`src/rtl/accum_pkg.sv`:
```
// Shared types and helpers for the ternary accumulator bank.
// Optional readback (ACCUM_BANK_READBACK_EN) is handled in accum_bank and accum_lane.
package accum_pkg;

    // Trit encoding on the step bus; 2'b10 is reserved and decodes to zero.
    typedef enum logic [1:0] {
        TRIT_ZERO = 2'b00,
        TRIT_POS  = 2'b01,
        TRIT_RSVD = 2'b10,
        TRIT_NEG  = 2'b11
    } trit_t;

    function automatic logic signed [1:0] trit_to_signed(input trit_t t);
        logic signed [1:0] v;
        case (t)
            TRIT_POS: v = 2'sb01;
            TRIT_NEG: v = 2'sb11;
            default:  v = 2'sb00;
        endcase
        return v;
    endfunction

    // Bit width able to index/count n values, never less than one bit.
    function automatic int unsigned clog2_min1(input int unsigned n);
        int unsigned w;
        if (n <= 32'd2) begin
            w = 32'd1;
        end else begin
            w = 32'($clog2(n));
        end
        return w;
    endfunction

endpackage

```
`src/rtl/accum_lane.sv`:
```
// One accumulator lane: signed trit integrator with symmetric threshold triggers and leak.
// Exposes its count only when ACCUM_BANK_READBACK_EN is defined.
module accum_lane
    import accum_pkg::*;
#(
    parameter int unsigned COUNT_W   = 9,
    parameter int unsigned THRESHOLD = 255
) (
    input  logic               clk_i,
    input  logic               rst_i,
    input  logic               prop_i,
    input  logic               clear_i,
    input  logic               leak_tick_i,
    input  logic [1:0]         step_i,
    output logic               trig_pos_o,
    output logic               trig_neg_o,
    output logic               trig_nxt_c
`ifdef ACCUM_BANK_READBACK_EN
    ,
    output logic [COUNT_W-1:0] count_o
`endif
);

    localparam logic signed [COUNT_W-1:0] POS_LIM = COUNT_W'(THRESHOLD - 32'd1);
    localparam logic signed [COUNT_W-1:0] NEG_LIM = -POS_LIM;
    localparam logic signed [COUNT_W-1:0] ONE     = COUNT_W'(1);

    logic signed [COUNT_W-1:0] count_q, count_d;
    logic                      pos_q, pos_d;
    logic                      neg_q, neg_d;
    logic signed [1:0]         step_val;
    logic signed [COUNT_W-1:0] step_ext;
    logic signed [COUNT_W-1:0] sum;

    assign step_val = trit_to_signed(trit_t'(step_i));
    assign step_ext = COUNT_W'(step_val);
    assign sum      = count_q + step_ext;

    // A trigger pre-empts leak; otherwise leak pulls the new sum one step toward zero.
    always_comb begin
        count_d = count_q;
        pos_d   = 1'b0;
        neg_d   = 1'b0;
        if (clear_i) begin
            count_d = '0;
        end else if (prop_i) begin
            if (step_val == 2'sb01 && count_q == POS_LIM) begin
                pos_d   = 1'b1;
                count_d = '0;
            end else if (step_val == 2'sb11 && count_q == NEG_LIM) begin
                neg_d   = 1'b1;
                count_d = '0;
            end else if (leak_tick_i && sum != '0) begin
                count_d = sum[COUNT_W-1] ? (sum + ONE) : (sum - ONE);
            end else begin
                count_d = sum;
            end
        end
    end

    always_ff @(posedge clk_i or posedge rst_i) begin
        if (rst_i) begin
            count_q <= '0;
            pos_q   <= 1'b0;
            neg_q   <= 1'b0;
        end else begin
            count_q <= count_d;
            pos_q   <= pos_d;
            neg_q   <= neg_d;
        end
    end

    assign trig_pos_o = pos_q;
    assign trig_neg_o = neg_q;
    assign trig_nxt_c = pos_d | neg_d;

`ifdef ACCUM_BANK_READBACK_EN
    assign count_o = count_q;
`endif

endmodule

```
`src/rtl/accum_bank.sv`:
```
// N_CH-lane leaky ternary accumulator bank with a shared leak timer and registered trig_any.
// Define ACCUM_BANK_READBACK_EN to add the rd_sel/rd_count per-lane count readback.
module accum_bank
    import accum_pkg::*;
#(
    parameter  int unsigned N_CH        = 8,
    parameter  int unsigned COUNT_W     = 9,
    parameter  int unsigned THRESHOLD   = 255,
    parameter  int unsigned LEAK_PERIOD = 16,
    localparam int unsigned SEL_W       = clog2_min1(N_CH)
) (
    input  logic                clk_in,
    input  logic                rst_in,
    input  logic                prop_in,
    input  logic                clear_in,
    input  logic [2*N_CH-1:0]   step_in,
    output logic [N_CH-1:0]     trig_pos,
    output logic [N_CH-1:0]     trig_neg,
    output logic                trig_any
`ifdef ACCUM_BANK_READBACK_EN
    ,
    input  logic [SEL_W-1:0]    rd_sel,
    output logic [COUNT_W-1:0]  rd_count
`endif
);

    localparam int unsigned TIMER_W  = clog2_min1(LEAK_PERIOD);
    localparam int unsigned LIM_MAX  = (32'd1 << (COUNT_W - 32'd1)) - 32'd1;

    if (THRESHOLD < 32'd1 || THRESHOLD > LIM_MAX || N_CH < 32'd1) begin : g_bad_cfg
        $error("accum_bank: need N_CH >= 1 and 1 <= THRESHOLD <= 2^(COUNT_W-1)-1");
    end

    logic [TIMER_W-1:0] timer_q, timer_d;
    logic               leak_tick;
    logic [N_CH-1:0]    trig_nxt;
    logic               any_q;

    assign leak_tick = (LEAK_PERIOD != 32'd0) &&
                       (timer_q == TIMER_W'(LEAK_PERIOD - 32'd1));

    // Leak timer advances only on propagate cycles and stays parked at 0 when leak is off.
    always_comb begin
        timer_d = timer_q;
        if (clear_in || LEAK_PERIOD == 32'd0) begin
            timer_d = '0;
        end else if (prop_in) begin
            timer_d = leak_tick ? '0 : (timer_q + TIMER_W'(1));
        end
    end

    always_ff @(posedge clk_in or posedge rst_in) begin
        if (rst_in) begin
            timer_q <= '0;
            any_q   <= 1'b0;
        end else begin
            timer_q <= timer_d;
            any_q   <= |trig_nxt;
        end
    end

    assign trig_any = any_q;

`ifdef ACCUM_BANK_READBACK_EN
    localparam int unsigned RD_DEPTH = 32'd1 << SEL_W;

    logic [COUNT_W-1:0] lane_count [RD_DEPTH];
    logic [COUNT_W-1:0] rd_count_q, rd_count_d;

    // Unpopulated select codes read back as zero.
    for (genvar j = N_CH; j < RD_DEPTH; j++) begin : g_rd_pad
        assign lane_count[j] = '0;
    end

    always_comb begin
        rd_count_d = lane_count[rd_sel];
        if (clear_in) begin
            rd_count_d = '0;
        end
    end

    always_ff @(posedge clk_in or posedge rst_in) begin
        if (rst_in) begin
            rd_count_q <= '0;
        end else begin
            rd_count_q <= rd_count_d;
        end
    end

    assign rd_count = rd_count_q;
`endif

    for (genvar i = 0; i < N_CH; i++) begin : g_lane
        accum_lane #(
            .COUNT_W   (COUNT_W),
            .THRESHOLD (THRESHOLD)
        ) u_lane (
            .clk_i       (clk_in),
            .rst_i       (rst_in),
            .prop_i      (prop_in),
            .clear_i     (clear_in),
            .leak_tick_i (leak_tick),
            .step_i      (step_in[2*i +: 2]),
            .trig_pos_o  (trig_pos[i]),
            .trig_neg_o  (trig_neg[i]),
            .trig_nxt_c  (trig_nxt[i])
`ifdef ACCUM_BANK_READBACK_EN
            ,
            .count_o     (lane_count[i])
`endif
        );
    end

endmodule
```
`config.mk`:
```
export PLATFORM = sky130hd
export DESIGN_NAME = accum_bank
export DESIGN_NICKNAME = d
export VERILOG_FILES = /design/src/rtl/accum_pkg.sv /design/src/rtl/accum_lane.sv /design/src/rtl/accum_bank.sv
export SDC_FILE = /design/constraint.sdc
export NUM_CORES = 1
export LEC_CHECK = 0
export CORE_MARGIN = 8
export CORE_UTILIZATION = 35
export DETAILED_ROUTE_END_ITERATION = 10
export GPL_TIMING_DRIVEN = 0
export SETUP_SLACK_MARGIN = 0.1
export SYNTH_ARGS = -nofsm -noshare
export SYNTH_HDL_FRONTEND = slang
export SYNTH_SLANG_ARGS = --single-unit
```
`constraint.sdc`:
```
create_clock -name clk_in -period 6.1 [get_ports clk_in]
set_clock_uncertainty 0.1 [all_clocks]
set_input_delay 1.525 -clock clk_in [delete_from_list [all_inputs] [get_ports clk_in]]
set_output_delay 1.525 -clock clk_in [all_outputs]
set_load 0.02 [all_outputs]
```
==> reports/results.tsv <==
stage	metric	value	unit
timing	rsz0062_at_grt	no	
placement	gp_congestion	0.867	
yosys	syn_area_per_cell	8.04	um^2
placement	hpwlAfterDp	22300	um
yosys	async_flop_share	1.00	
timing	worstMarginPinSlew	0.877	ns
route	num_vias	9964	
setup_path	crit_type	in2reg	
route	wl_per_cell	15.9	um
yosys	synth-seq-cells	93	
timing	finalSetupViolCount	0	
setup_path	critPathMaxFanout	8	
route	drt_iter0_drc	654	
power_and_ir_drop	powerDensity	289	mW/mm^2
yosys	synth-main-ff-cell	dfrtp_1	
outcome	status	complete, no violations	
floorplanning	rows	64	
yosys	mappedNetlistArea	0.0108	mm^2
power_and_ir_drop	p_leak	0.00530	uW
final_layout	area_delta_synth_final	13.5	%
clocking	cts_tree	done	
route	drt.antenna.violating_nets	0	
yosys	synth_warnings	0	
final_layout	fin_area	0.0122	mm^2
placement	portBuffers	36	
clocking	cts_root_buf	clkbuf_16	
setup_path	start_kind	primary input	
timing	slew_violations	0	
timing	fin_crit	5.84	ns
yosys	seq_area_frac_synth	0.216	
clocking	tritoncts.num_buffers	9	
final_layout	final_nets	1536	
floorplanning	die_h	191	um
clocking	cts_max_path_buffers	2	
setup_path	arrival	6.04	ns
power_and_ir_drop	irDropWorstVdd	0.000191	V
final_layout	regArea	0.00233	mm^2
timing	whs	0.410	ns
global_route	gr-total-overflow	0	
yosys	synthesis.nets	1471	
floorplanning	start_util	0.353	
yosys	synth_area_leaders	dfrtp_1, ha_1, xnor2_1	
floorplanning	die_w	191	um
global_route	antenna_found_initial	0	
global_route	grt.total_usage	0.155	
setup_path	cp.required	6.29	ns
route	routed_wl	28600	um
clocking	htree_levels	3	
clocking	clk_pin_slew	0.07	ns
timing	fin_crit_sh	0.958	
min_path	min_path_type	reg2reg	
timing	hold_violations	0	
global_route	grt_max_degree	51	
yosys	ys_types	83	
yosys	synth_enable_flop_cells	0	
route	vias_per_cell	5.52	
floorplanning	ioPinCount	37	
global_route	grt_pass1_wl	47300	um
global_route	grt_pass1_vias	9409	
final_layout	multi_input_area	0.00802	mm^2
placement	dpl-instance-area	0.0116	mm^2
timing	slew_headroom	0.413	
final_layout	fillers	3087	
power_and_ir_drop	fin_total_pwr	3520	uW
run	drv_cap	0	
final_layout	drive_above_1_share	0.0724	
yosys	syn_inst	1338	
yosys	yosys.area.top_type_share	0.216	
yosys	synth_most_common_cell	nor2_1	
clocking	clock_latency	0.35	ns
timing	max_freq	0.171	GHz
clocking	clock-sinks	93	
route	drc	0	
yosys	yosysTopAreaCell	dfrtp_1	
route	dr.pass1.iters	6	
final_layout	final_util	0.401	
setup_path	end_kind	register	
final_layout	antenna_cells	0	
floorplanning	fp.coreArea	0.0304	mm^2
floorplanning	die_area	0.0366	mm^2
final_layout	final-instance-count-excl-fill	1804	
setup_path	reg2reg_depth	18	
placement	dp_cells	1771	
yosys	synth_commonest_cells	nor2_1, nand2_1, ha_1, dfrtp_1, a21oi_1	
min_path	holdPathStages	2	
[placed cells by master, fill, tap and decap left out, types with 9 or more instances in the layout]
cell type | synthesis | layout
inv_2 | 9 | 12
xnor2_1 | 78 | 78
nand3_1 | 26 | 26
nor2b_1 | 31 | 30
o21ai_0 | 41 | 41
a31oi_1 | 13 | 13
inv_1 | 55 | 47
clkbuf_1 | 33 | 34
o21ai_1 | 53 | 53
dfrtp_1 | 93 | 93
nand4_1 | 21 | 21
xor2_1 | 50 | 50
ha_1 | 105 | 105
o21a_1 | 12 | 12
nand2b_1 | 22 | 22
o31ai_1 | 10 | 10
clkbuf_16 | 0 | 9
buf_4 | 16 | 33
a21oi_1 | 82 | 80
nor2_1 | 139 | 138
nand2_1 | 118 | 116
clkdlybuf4s50_1 | 0 | 36
nor4b_1 | 11 | 11
nor4_1 | 18 | 17
a21o_1 | 22 | 22
nor3_1 | 39 | 38
a211oi_1 | 18 | 18
or4_1 | 9 | 9
and3_1 | 9 | 9
mux2i_1 | 32 | 32
[registers in the layout, summed over array words and instances (netlist names)]
name,cells
g_lane.u_lane.trig_neg_o,8
timer_q,4
g_lane.u_lane.trig_pos_o,8
trig_any,1
g_lane.u_lane.count_q,72
[layer usage]
layer	vias to the layer above	global-route usage	routed length, um
li1	5044	-	-
met1	4710	0.219	14200
met2	180	0.246	12900
met3	30	0.0208	1100
met4	0	0.0388	433
met5	-	0	0
[repair_timing]
action / in CTS / in global routing
setup buffers: 0 / 17
hold buffers: 0 / 0
endpoints found under the hold margin: 0 / 0
pin swaps: 0 / 8
resized for setup: 3 / 23
endpoints found under the setup margin: 3 / 13
[power by group]
group	switching, uW	internal (uW)	total (uW)
Combinational	1220	917	2140
Clock	262	364	625
Sequential	86.7	675	762
[metrics by stage]
stage | TNS [ns] | worst slack, ns
finish | 0 | 0.256
global route | 0 | 0.0927
CTS | 0 | 0.0846
detailed placement | -2.29 | -0.363
global placement | -1.63 | -0.320
floorplan | 0 | 0.802
[worst paths after layout]
check                                            start                           to  slack (ns)
max in group asynchronous                       rst_in  g_lane[5].u_lane.count_q[3]        3.74
setup reg to reg           g_lane[3].u_lane.count_q[0]  g_lane[3].u_lane.count_q[7]        1.80
setup / recovery                            step_in[2]  g_lane[1].u_lane.count_q[8]        0.26
hold reg to reg            g_lane[5].u_lane.count_q[0]  g_lane[5].u_lane.count_q[0]        0.41
hold / removal             g_lane[5].u_lane.count_q[0]  g_lane[5].u_lane.count_q[0]        0.41
min in group asynchronous                       rst_in  g_lane[7].u_lane.trig_neg_o        1.48
[worst max-delay path: stages]
cell and delay (ns):
clkdlybuf4s50_1 0.58, nand2_2 0.16, inv_2 0.17, ha_1 0.31
a21o_1 0.22, a2111oi_4 0.43, a21oi_4 0.17, xnor2_4 0.32
clkinvlp_4 0.26, xnor2_1 0.17, ha_1 0.23, nor2b_1 0.15
nor3_1 0.07, a311o_1 0.36, a21oi_2 0.19, o21ai_1 0.12
a2111oi_1 0.44, a211o_1 0.15
[cell type report]
cell class                 count  area share
tap                          396      0.0406
sequential                    93       0.191
timing repair buffer          54      0.0423
inverter                      64      0.0209
clock buffer                  10      0.0188
buffer                        53      0.0216
clock inverter                 6     0.00749
multi-input combinational   1128       0.658
[logic make-up after synthesis]
| family | Yosys count | synth area share |
|---|---|---|
| fa+ha+maj | 120 | 0.144 |
| mux | 34 | 0.0319 |
| xor+xnor | 132 | 0.112 |
| simple gates | 481 | 0.220 |
| flops | 93 | 0.216 |
| compound gates | 361 | 0.228 |
| buf+inv | 117 | 0.0469 |
(Power assumes the default switching activity.)
